## src/rtl/uart_pkg.sv

```systemverilog
// Shared UART constants and the tick-divisor calculation.
// RX/TX reuse these defaults for their own tick counts (e.g. mid-bit sampling).
`timescale 1ns/1ps
package uart_pkg;

  localparam int unsigned CLK_FREQ_DEF   = 50_000_000;
  localparam int unsigned BAUD_RATE_DEF  = 9_600;
  localparam int unsigned OVERSAMPLE_DEF = 16;
  localparam int unsigned MID_BIT_DEF    = OVERSAMPLE_DEF / 2;

  // Clock cycles per oversample tick, rounded to nearest integer.
  function automatic int unsigned calc_divisor(input int unsigned clk_freq,
                                               input int unsigned baud_rate,
                                               input int unsigned oversample);
    int unsigned tick_rate;
    tick_rate = baud_rate * oversample;
    if (tick_rate == 0) return 0;
    return (clk_freq + tick_rate / 2) / tick_rate;
  endfunction

endpackage

```

## src/rtl/baud_rate_generator_mod_n_counter.sv

```systemverilog
// Modulo-N counter: counts 0..N-1 and flags the last value.
// Ports:
//   clk   system clock
//   rst   asynchronous active-low reset
//   wrap  combinational, high while count is at (or beyond) N-1
`timescale 1ns/1ps
module mod_n_counter #(
  parameter int unsigned N = 2,
  parameter int unsigned W = 1
) (
  input  logic clk,
  input  logic rst,
  output logic wrap
);

  logic [W-1:0] count;

  // Compare with >= so any out-of-range value still returns to 0.
  assign wrap = (count >= W'(N - 1));

  // Count register.
  always_ff @(posedge clk or negedge rst) begin
    if (!rst) begin
      count <= '0;
    end else if (wrap) begin
      count <= '0;
    end else begin
      count <= count + W'(1);
    end
  end

endmodule

```

## src/rtl/baud_rate_generator.sv

```systemverilog
// Free-running UART oversample tick generator.
// Emits a one-cycle pulse on `out` every DIVISOR clocks, DIVISOR being
// round(CLK_FREQ / (BAUD_RATE*OVERSAMPLE)).
// Ports:
//   clk   system clock, rising edge
//   rst   asynchronous active-low reset
//   out   registered tick, high for one cycle per period
`timescale 1ns/1ps
module baud_rate_generator
  import uart_pkg::*;
#(
  parameter int unsigned CLK_FREQ   = CLK_FREQ_DEF,
  parameter int unsigned BAUD_RATE  = BAUD_RATE_DEF,
  parameter int unsigned OVERSAMPLE = OVERSAMPLE_DEF
) (
  input  logic clk,
  input  logic rst,
  output logic out
);

  localparam int unsigned TICK_RATE = BAUD_RATE * OVERSAMPLE;
  localparam int unsigned DIVISOR   = calc_divisor(CLK_FREQ, BAUD_RATE, OVERSAMPLE);
  localparam int unsigned CNT_W     = (DIVISOR > 2) ? $clog2(DIVISOR) : 1;

  // A divisor below 2 cannot produce a pulse that returns low between ticks.
  generate
    if (DIVISOR < 2 || TICK_RATE > CLK_FREQ / 2) begin : g_bad_divisor
      $error("baud_rate_generator: tick rate too high for clock (DIVISOR=%0d)", DIVISOR);
    end
  endgenerate

  logic wrap;

  mod_n_counter #(
    .N (DIVISOR),
    .W (CNT_W)
  ) u_counter (
    .clk  (clk),
    .rst  (rst),
    .wrap (wrap)
  );

  // Register the wrap decode so the tick comes straight from a flop.
  always_ff @(posedge clk or negedge rst) begin
    if (!rst) begin
      out <= 1'b0;
    end else begin
      out <= wrap;
    end
  end

endmodule

```

## config.mk

```make
export PLATFORM = sky130hd
export DESIGN_NAME = baud_rate_generator
export DESIGN_NICKNAME = d
export VERILOG_FILES = /design/src/rtl/uart_pkg.sv /design/src/rtl/baud_rate_generator_mod_n_counter.sv /design/src/rtl/baud_rate_generator.sv
export SDC_FILE = /design/constraint.sdc
export NUM_CORES = 1
export LEC_CHECK = 0
export BUFFER_PORTS_ARGS = -buffer_cell sky130_fd_sc_hd__buf_2
export CAP_MARGIN = 25
export CELL_PAD_IN_SITES_DETAIL_PLACEMENT = 0
export CELL_PAD_IN_SITES_GLOBAL_PLACEMENT = 2
export CORE_MARGIN = 8
export CORE_UTILIZATION = 25
export CTS_BUF_LIST = sky130_fd_sc_hd__clkbuf_8 sky130_fd_sc_hd__clkbuf_16
export CTS_CLUSTER_DIAMETER = 100
export DETAILED_ROUTE_END_ITERATION = 12
export GPL_TIMING_DRIVEN = 0
export MAX_ROUTING_LAYER = met4
export PLACE_DENSITY_LB_ADDON = 0.15
export SETUP_SLACK_MARGIN = 0.3
export SYNTH_ARGS = -nofsm -noshare
export SYNTH_HDL_FRONTEND = slang
export SYNTH_SLANG_ARGS = --single-unit
```

## constraint.sdc

```tcl
create_clock -name clk -period 1.6 [get_ports clk]
set_input_delay 0.08 -clock clk [delete_from_list [all_inputs] [get_ports clk]]
set_output_delay 0.08 -clock clk [all_outputs]
set_load 0.02 [all_outputs]
```

Word level (Yosys, flattened, before mapping). Index checks and enable logic that the tools add are counted.

Flip-flop bits (word level): 10. Input port bits: 2. Output and inout port bits: 1. Logic and storage cells: 5.

$add $sub $neg: 1. $lt $le $gt $ge: 1. Multiplexer cells: 1.

Operators with widths (number): $add 9x1->9 const B (1); $ge 9x9->1 const B (1); $mux 9 (1).

Longest topological paths before layout. Gate-level depths: netlist of run 1.

Depth after elaboration: 2. Depth in mapped cells: 5. Mapped depth without buffers: 5.

Cells and area by module. Synthesis of run 1 repeated with hierarchy kept, for this count alone.

Cell total of the unflattened synthesis: 49. Area total of the unflattened synthesis: 488.0 um^2.

Modules (own cells, without submodules): mod_n_counter (times used 1, cells each 48, area an instance 462.9 um^2, sequential area each 225.2 um^2); baud_rate_generator (times used 1, cells each 1, area an instance 25.0 um^2, sequential area each 25.0 um^2).

Least setup slack after synthesis of run 1. Ideal clock, no wire load.

Kind: register -> register. From: register u_counter.count[0]. To: register u_counter.count[8]. Library setup time: 67 ps. Data arrival time: 1182 ps. Required time: 1533 ps. Setup slack: 351 ps. Stages on the path, launching flop included: 5. Path buffers: 0. Clock period less this slack: 1249 ps. Path through: dfrtp_1 ha_1 o31ai_2 o2bb2ai_1 a32o_1.

Word-level cells in the longest chain between the ends: 2. Elaborated cells on any way between the ends: 3. Classes of those cells: add/sub (1); order compare (1); mux (1).

RTL lines: start, declared (RTL line baud_rate_generator_mod_n_counter.sv:16) `logic [W-1:0] count;`; start signal, assigned (RTL line baud_rate_generator_mod_n_counter.sv:28) `count <= count + W'(1);`; $add 9x1->9 / $ge 9x9->1 (equally long branches) (RTL line baud_rate_generator_mod_n_counter.sv:28, baud_rate_generator_mod_n_counter.sv:19); $mux 9 (*) (RTL line baud_rate_generator_mod_n_counter.sv:25) `end else if (wrap) begin`.

Mark *: on every way between the ends. The rest lies on a longest branch, timed or not.

Worst setup path in the final report of run 1.
From: register u_counter.count[1]. To: register u_counter.count[8].

The elaborated chain is that of the path after synthesis.

==> results list, run 1 <==
- The share of synthesized area in the top cell type comes to 0.489.
- Measured in cells, the most critical reg-to-reg path has a length of 6.
- Vias in the first global route: 407
- Fill cells in the final layout number 204.
- Among all flip-flop cells after synthesis, the most frequent one is dfrtp_1.
- Root buffer cell: clkbuf_8
- CTS clk-pin slew, worst paths: 50 ps
- Of the synthesized area, sequential elements account for 0.489.
* Worst hold slack across all endpoints: 238 ps
- Combined global-route utilization of all metal layers: 0.0736
- Hold crit path type: in2async
* Total Neg Setup Slack: 0 ps
- Routed via count divided by cell count: around 4.6
* Part of the total power dissipated in combinational logic: 0.013
- Total number of clock tree sinks: 10
* Share of async-settable or async-resettable flops after synthesis: 1.00
* Layout Utilization: 0.372
- Pre-CTS setup slack: ~180 ps
- In this run, synthesis produced a sequential element count of 10.
* Data required time at the worst endpoint: 1720 ps
- The worst path meets setup with about 300 ps of slack.
- The final route contains approximately 400 vias.
- Summing every instance area after synthesis gives 512 um^2.
- Cell taking the most area after synthesis: dfrtp_1
- Net Switching: between 0.1 and 0.15 mW
* Clock latency reported for the late side of the worst-skew pair: approximately 240 ps
- The final layout contains 64 nets.
- The share of total power dissipated in sequential elements is 0.441.
- In the final routed layout, each cell accounts on average for 13.0 um.
- The worst register-to-register path has a setup slack of 300 ps.
* Max Transition Viols Final: 0
- Period minus WS final: 1300 ps
- In this run, the number of DRC markers left after iteration 0 of detailed routing was 7.
- # rows: 16
- In this run, CTS created clock tree buffers numbering 3.
* Routed Wire Length: about 1100 um
* Pwr/cell area: around 790 nW/um^2
- Max-slew headroom: 0.728
- The tool flagged a number of max-cap violations equal to 0.
- For this run, the top clock speed supported by timing is a little under 800 MHz.
- Post-Layout Cell Count: 86
- Final HPWL DP: between 700 and 800 um
- The congestion estimate from routability-driven global placement came to 0.749.
- 1st-pass router iterations: 4
- VDD sags by at most approximately 0.00045 V.
* Most numerous cell in the Yosys netlist: dfrtp_1
* Summed area of non-filler cells in the final layout: 723 um^2
* Clock tree from TritonCTS: built
- Die height: 61.2 um
- During synthesis, Yosys emitted a total of 0 warnings.
- The count of nets left with antenna violations once routing finished came out at 0.
* Slew at the pin with the worst max-slew slack: approximately 400 ps
* Top Metal Used: met4
* Antenna violations before repair: 0
* Standard cell core area: 1940 um^2
- Number of setup violations in the final report: 0
* Max Fanout on Critical Path: 5
- CTS built an H-tree with a depth of 1.
- The design draws 0.575 mW.
* Worst r2r dst: u_counter.count[8]$_DFF_PN0_
* Number of cells after detailed placement: 78
* Area growth from synthesis to final layout: 41.3%
* Top area cells in the synthesized netlist: dfrtp_1, ha_1, nor2_1, xnor2_1, nand3_1
* Critical path capture point type: register
* Total Die Area: approximately 3800 um^2
- In the final routing, the length of wire on met1 measures 495 um.
- STA classifies the critical path startpoint as a register.
- Number of unique standard cell types used by synthesis: 25
* Wire length of the first global-routing pass: between 1500 and 2000 um
- The number of antenna diodes in the final layout is 0.
- Post-synthesis cell count: 49
* Grt ovf: 0
- STA puts the critical path data arrival time at ~1400 ps.
* Remaining routing DRC violations: 0
* Die boundary width: about 61 um
* Leakage Power: ~0.25 nW
- No sink is reached through more buffers than the 2 on the longest clock path.
* Largest net degree at the start of global routing: 11
- Routed wire length on met3: between 60 and 70 um
- When the netlist entered floorplanning its net count stood at 53.
* Number of top-level pins: 3
- Routed met2 length: 552 um
* Starting Density: 0.264
- A synthesized cell averages roughly 10 um^2.
- Switch share: 0.178
- The synthesized design contains 0 enable-type register cells.
* Run status: finished clean
- In this run the critical register-to-register path is launched from u_counter.count[1]$_DFF_PN0_.
* Post-detailed-placement cell area: 556 um^2
- Clock share of power: 0.546
- Fraction of layout instances using a drive strength above 1: 0.492
- Leading post-synthesis cells by instance count: dfrtp_1, nor2_1, nand2_1
- Setup repair after global routing could not meet its margin everywhere.
* Internal power: around 0.47 mW
* Portion of the clock cycle consumed by the worst path in the final layout: 0.812
* Critical path type: reg2reg
- The number of endpoints with negative hold slack in the final report came to 0.
- Clock skew on the completed layout was measured at between 5 and 6 ps.
* Number of buffer cells added on primary ports: 2
==> sequential cells by signal, indices dropped and copies added, names as in the netlist <==
name             flops
out                  1
u_counter.count      9
==> layout by cell type, fill, tap and decap left out, types with 2 or more instances in the layout <==
cell type,count
dfrtp_2,4
clkbuf_8,4
nand2_1,4
buf_4,2
buf_2,2
dfrtp_1,6
xnor2_1,2
nor2_1,5
nand3_1,2
nand3_2,2
==> power groups by stage <==
stage | combinational [mW] | sequential (mW) | clock [mW]
floorplan | 0.0000000670 | 0.258 | 0
global placement | 0.00595 | 0.258 | 0
detailed placement | 0.00614 | 0.258 | 0
CTS | 0.00805 | 0.253 | 0.323
global route | 0.00887 | 0.253 | 0.342
finish | 0.00743 | 0.254 | 0.314
==> worst max path at each step <==
| stage | start | endpoint | slack [ps] | cells after the start |
|---|---|---|---|---|
| final | u_counter.count[1]$_DFF_PN0_ | u_counter.count[8]$_DFF_PN0_ | 300 | 6 |
| after global routing | u_counter.count[1]$_DFF_PN0_ | u_counter.count[8]$_DFF_PN0_ | 250 | 6 |
| after CTS | u_counter.count[0]$_DFF_PN0_ | u_counter.count[8]$_DFF_PN0_ | 300 | 4 |
| after detailed placement | u_counter.count[0]$_DFF_PN0_ | u_counter.count[2]$_DFF_PN0_ | 180 | 4 |
| after global placement | u_counter.count[0]$_DFF_PN0_ | u_counter.count[8]$_DFF_PN0_ | 230 | 4 |
| after floorplan | u_counter.count[0]$_DFF_PN0_ | u_counter.count[8]$_DFF_PN0_ | 350 | 4 |
==> metal layers <==
layer,vias to the layer above,global-route usage
met5,-,-
li1,194,-
met2,5,0.113
met1,194,0.0780
met3,2,0.0376
met4,0,0.0299
==> final cells by class <==
| cell class | instances | area, um^2 | share of cell area |
|---|---|---|---|
| Clock buffer | 4 | 55.1 | 0.0761 |
| Sequential cell | 10 | 255 | 0.353 |
| Multi-Input combinational cell | 36 | 320 | 0.443 |
| Timing Repair Buffer | 6 | 46.3 | 0.0640 |
| Tap cell | 27 | 33.8 | 0.0467 |
| Inverter | 2 | 7.51 | 0.0104 |
| Buffer | 1 | 5.00 | 0.00692 |
==> cell families (layout without fill, tap and decap cells) <==
family | count (synthesis) | after routing | synth area share
DFF | 10 | 10 | 0.489
xor gates and xnor gates | 3 | 3 | 0.0514
adders and majority gates | 2 | 2 | 0.0489
muxes | 1 | 1 | 0.0220
buffers and inverters | 3 | 13 | 0.0244
AOI/OAI and AO/OA | 10 | 10 | 0.161
and+or+nand+nor | 20 | 20 | 0.203
==> repair_timing <==
action	4_1_cts	5_1_grt
setup buffers	2	1
hold buffers	1	0
gates resized for setup	8	12
endpoints found under the hold margin	10	0
gates cloned	0	0
pin swaps	3	7
setup endpoints to repair	9	8
==> worst max-delay path, cell delays in order, from the launching register on <==
cell,delay (ps)
dfrtp_2,440
inv_2,80
ha_4,140
o31ai_4,50
buf_6,140
o2bb2ai_2,110
a32o_2,220
Power figures use the tool's default switching activity.
==> inputs of run 2 (changes only) <==
Clock period 1.6 ns to 1.2 ns, I/O delays scaled along.
==> run 2 against run 1 <==
Effect of this change:
- the flow now finishes with violations (negative setup slack)
- clock power is 16% higher
- flip-flop and latch count stayed put
- critical path depth is 1 lower
- global-route usage is 0.63 points higher
- count of clock-buffer cells in the layout is 1 lower
- first-iteration DRC count is 71% lower
- total power is 24% higher
- cell area is 6.9% higher
- combinational power is 41% higher
- utilization is 2.6 points higher
- clock skew is 2.5 ps higher
- highest routed layer unchanged
==> results list, run 2 (same netlist as run 1, synthesis figures left out) <==
- The flow ran to the end, but the final reports show violations.
- The final reports fail on negative setup slack.
* 1st-pass router iterations: 4 (unchanged)
- The non-filler instance count after layout was 91 (+5.8%).
- Among all stages on the critical path, the largest delay is contributed by dfrtp_2.
- The pin count of the biggest net entering global routing was 11 (unchanged).
- Total Neg Setup Slack: -572 ps (-572 ps)
- The worst endpoint required time was 1370 ps (-350 ps).
- Cts bufs inserted: 3 (unchanged)
- The maximum count of clock buffers along a single path is 2 (unchanged).
- Total via count in the routed design: 440 (+11%)
- Clock tree from TritonCTS: built
* Filler cell count: 193 (-5.4%)
- Die boundary width: 61.2 um (unchanged)
- The largest fanout on the critical path is 5 (unchanged).
- The number of endpoints failing setup at the final stage came to 8 (+8).
* Grt ovf: 0 (unchanged)
- Vias in the first global route: 414 (+1.7%)
* # rows: 16 (unchanged)
- The transition time at the pin with the least slew margin was 382 ps (-23.3 ps).
* Critical path capture point type: register
* Area growth from synthesis to final layout: 51.1%
- The largest registers in the layout are u_counter.count (9), out (1).
- The clock latency on the worst-skew pair came to 240 ps (about the same).
- Hold crit path type: in2async
* Total number of clock tree sinks: 10 (unchanged)
- Largest reg by FF count: u_counter.count
* DR iter-0 viols: 2 (-5)
- The mean routed wirelength per cell came to 13.8 um (+5.7%).
- The achievable clock frequency is 778 MHz (+1.2%).
* Critical path type: reg2reg
- The final period utilization was 1.07 (+0.258).
- Routed Wire Length: 1250 um (+12%)
- Final HPWL DP: 807 um (+6.8%)
- The cell sitting at the root of the clock tree is a clkbuf_8.
- The signal on the critical path passes through ha_4 -> o31ai_4 -> buf_6 -> a21oi_4 -> nor2_1.
- The boundary pin count came to 3 (unchanged).
* Number of buffer cells added on primary ports: 2 (unchanged)
- The time the worst path needs with I/O delays and setup was 1280 ps (-14.9 ps).
* Slowest stage delay, CP: 460 ps (+20 ps)
- The number of endpoints with negative hold slack in the final report came to 0 (unchanged).
* Most common cell after layout, fill and taps aside: buf_4
- Flip-flop count of the largest register, all copies and words added: 9 (unchanged)
- The count of nets after finishing was 69 (+7.8%).
* Peak VDD IR: 0.000638 V (+43%)
- Fraction of layout instances using a drive strength above 1: 0.500 (+0.00847)
- The final count of pins violating max slew was 0 (unchanged).
- The post-detailed-route count of antenna-violating nets was 0 (unchanged).
- The post-CTS clock slew at the launch and capture registers of the worst setup and hold paths is 50 ps (about the same).
- The worst relative slew slack is 0.744 (+0.0157).
- Antenna violations before repair: 0 (unchanged)
- Unrepaired setup endpoints after global routing: true
* Max_cap viols: 0 (unchanged)
- Post-detailed-placement cell area: 599 um^2 (+7.9%)
* Worst hold slack across all endpoints: 220 ps (-18.6 ps)
* Wire length of the first global-routing pass: 2010 um (+5.8%)
- Commonest non-fill, non-tap cells in the layout: buf_4, nor2_1, dfrtp_1, dfrtp_2, clkbuf_8
- Crit path setup slack, layout: -84.9 ps (-385 ps)
- Starting Density: 0.264 (unchanged)
- Number of cells after detailed placement: 78 (unchanged)
* Leakage Power: 0.295 nW (+16%)
- Placer congestion estimate: 0.855 (+14%)
* Routed via count divided by cell count: 4.84 (+5.3%)
- Data arrival time of the critical path: 1460 ps (+40 ps)
* Total Power: 0.714 mW (+24%)
- The level count of the clock H-tree is 1 (unchanged).
* # diodes: 0 (unchanged)
- The core box area was 1940 um^2 (unchanged).
- The summed area of non-filler cells in the final layout is 773 um^2 (+6.9%).
- The overall track demand over capacity in global routing was 0.0799 (+0.00627).
* Final worst clock skew: 7.65 ps (+2.48 ps)
* Pwr/cell area: 923 nW/um^2 (+16%)
- Remaining routing DRC violations: 0 (unchanged)
* Total Die Area: 3750 um^2 (unchanged)
- The die outline height was 61.2 um (unchanged).
* Worst Setup Start Kind: register
run 2: critical path: cells and delay by family (launching register included):
family / cells / cell delay, ps
AOI/OAI and AO/OA: 2 / 290
adders and majority gates: 1 / 190
buffers and inverters: 1 / 150
DFF: 1 / 460
and+or+nand+nor: 1 / 120
run 2: what timing repair did:
item / in CTS / in global routing
buffers inserted: 5 / 3
hold buffers: 1 / 0
setup endpoints to repair: 10 / 10
endpoints found under the hold margin: 10 / 0
pin swaps: 6 / 4
gates resized for setup: 9 / 4
run 2: path summary, 6_finish.rpt:
check,startpoint,endpoint,slack [ps],depth (start not counted)
hold reg to reg,u_counter.count[8]$_DFF_PN0_,u_counter.count[6]$_DFF_PN0_,630,1
max in group asynchronous,rst,u_counter.count[4]$_DFF_PN0_,750,2
hold / removal,rst,u_counter.count[6]$_DFF_PN0_,220,2
setup / recovery,u_counter.count[0]$_DFF_PN0_,u_counter.count[0]$_DFF_PN0_,-80,5
setup reg to reg,u_counter.count[0]$_DFF_PN0_,u_counter.count[0]$_DFF_PN0_,-80,5
min in group clk,u_counter.count[8]$_DFF_PN0_,u_counter.count[6]$_DFF_PN0_,630,1
run 2: final cells by class:
class                   instances  area (um^2)  share of cell area
multi-input cells              36          329               0.426
flip-flops and latches         10          256               0.332
repair buffers                 11         87.6               0.113
clock buffers                   3         41.3              0.0534
well taps                      27         33.8              0.0437
plain buffers                   1         13.8              0.0178
inverters                       2         7.51             0.00971
clock inverters                 1         3.75             0.00485
run 2: metrics by stage:
step                      setup WS, ps   util
after detailed placement         -96.6  0.309
final                            -84.9  0.398
after floorplan                   32.5      -
after global routing              -154  0.398
after global placement           -45.3  0.309
after CTS                        -95.6  0.376
run 2: where the power goes:
part / internal, mW / switching, mW
registers: 0.338 / 0
clock network: 0.225 / 0.141
logic: 0.00333 / 0.00717
total: 0.566 / 0.148
run 2: routing by layer:
metal,up-vias,track usage,routed length [um]
met3,5,0.0313,47
met1,218,0.0893,535
met2,7,0.112,627
met4,0,0.0598,43
li1,210,-,-
met5,-,-,0
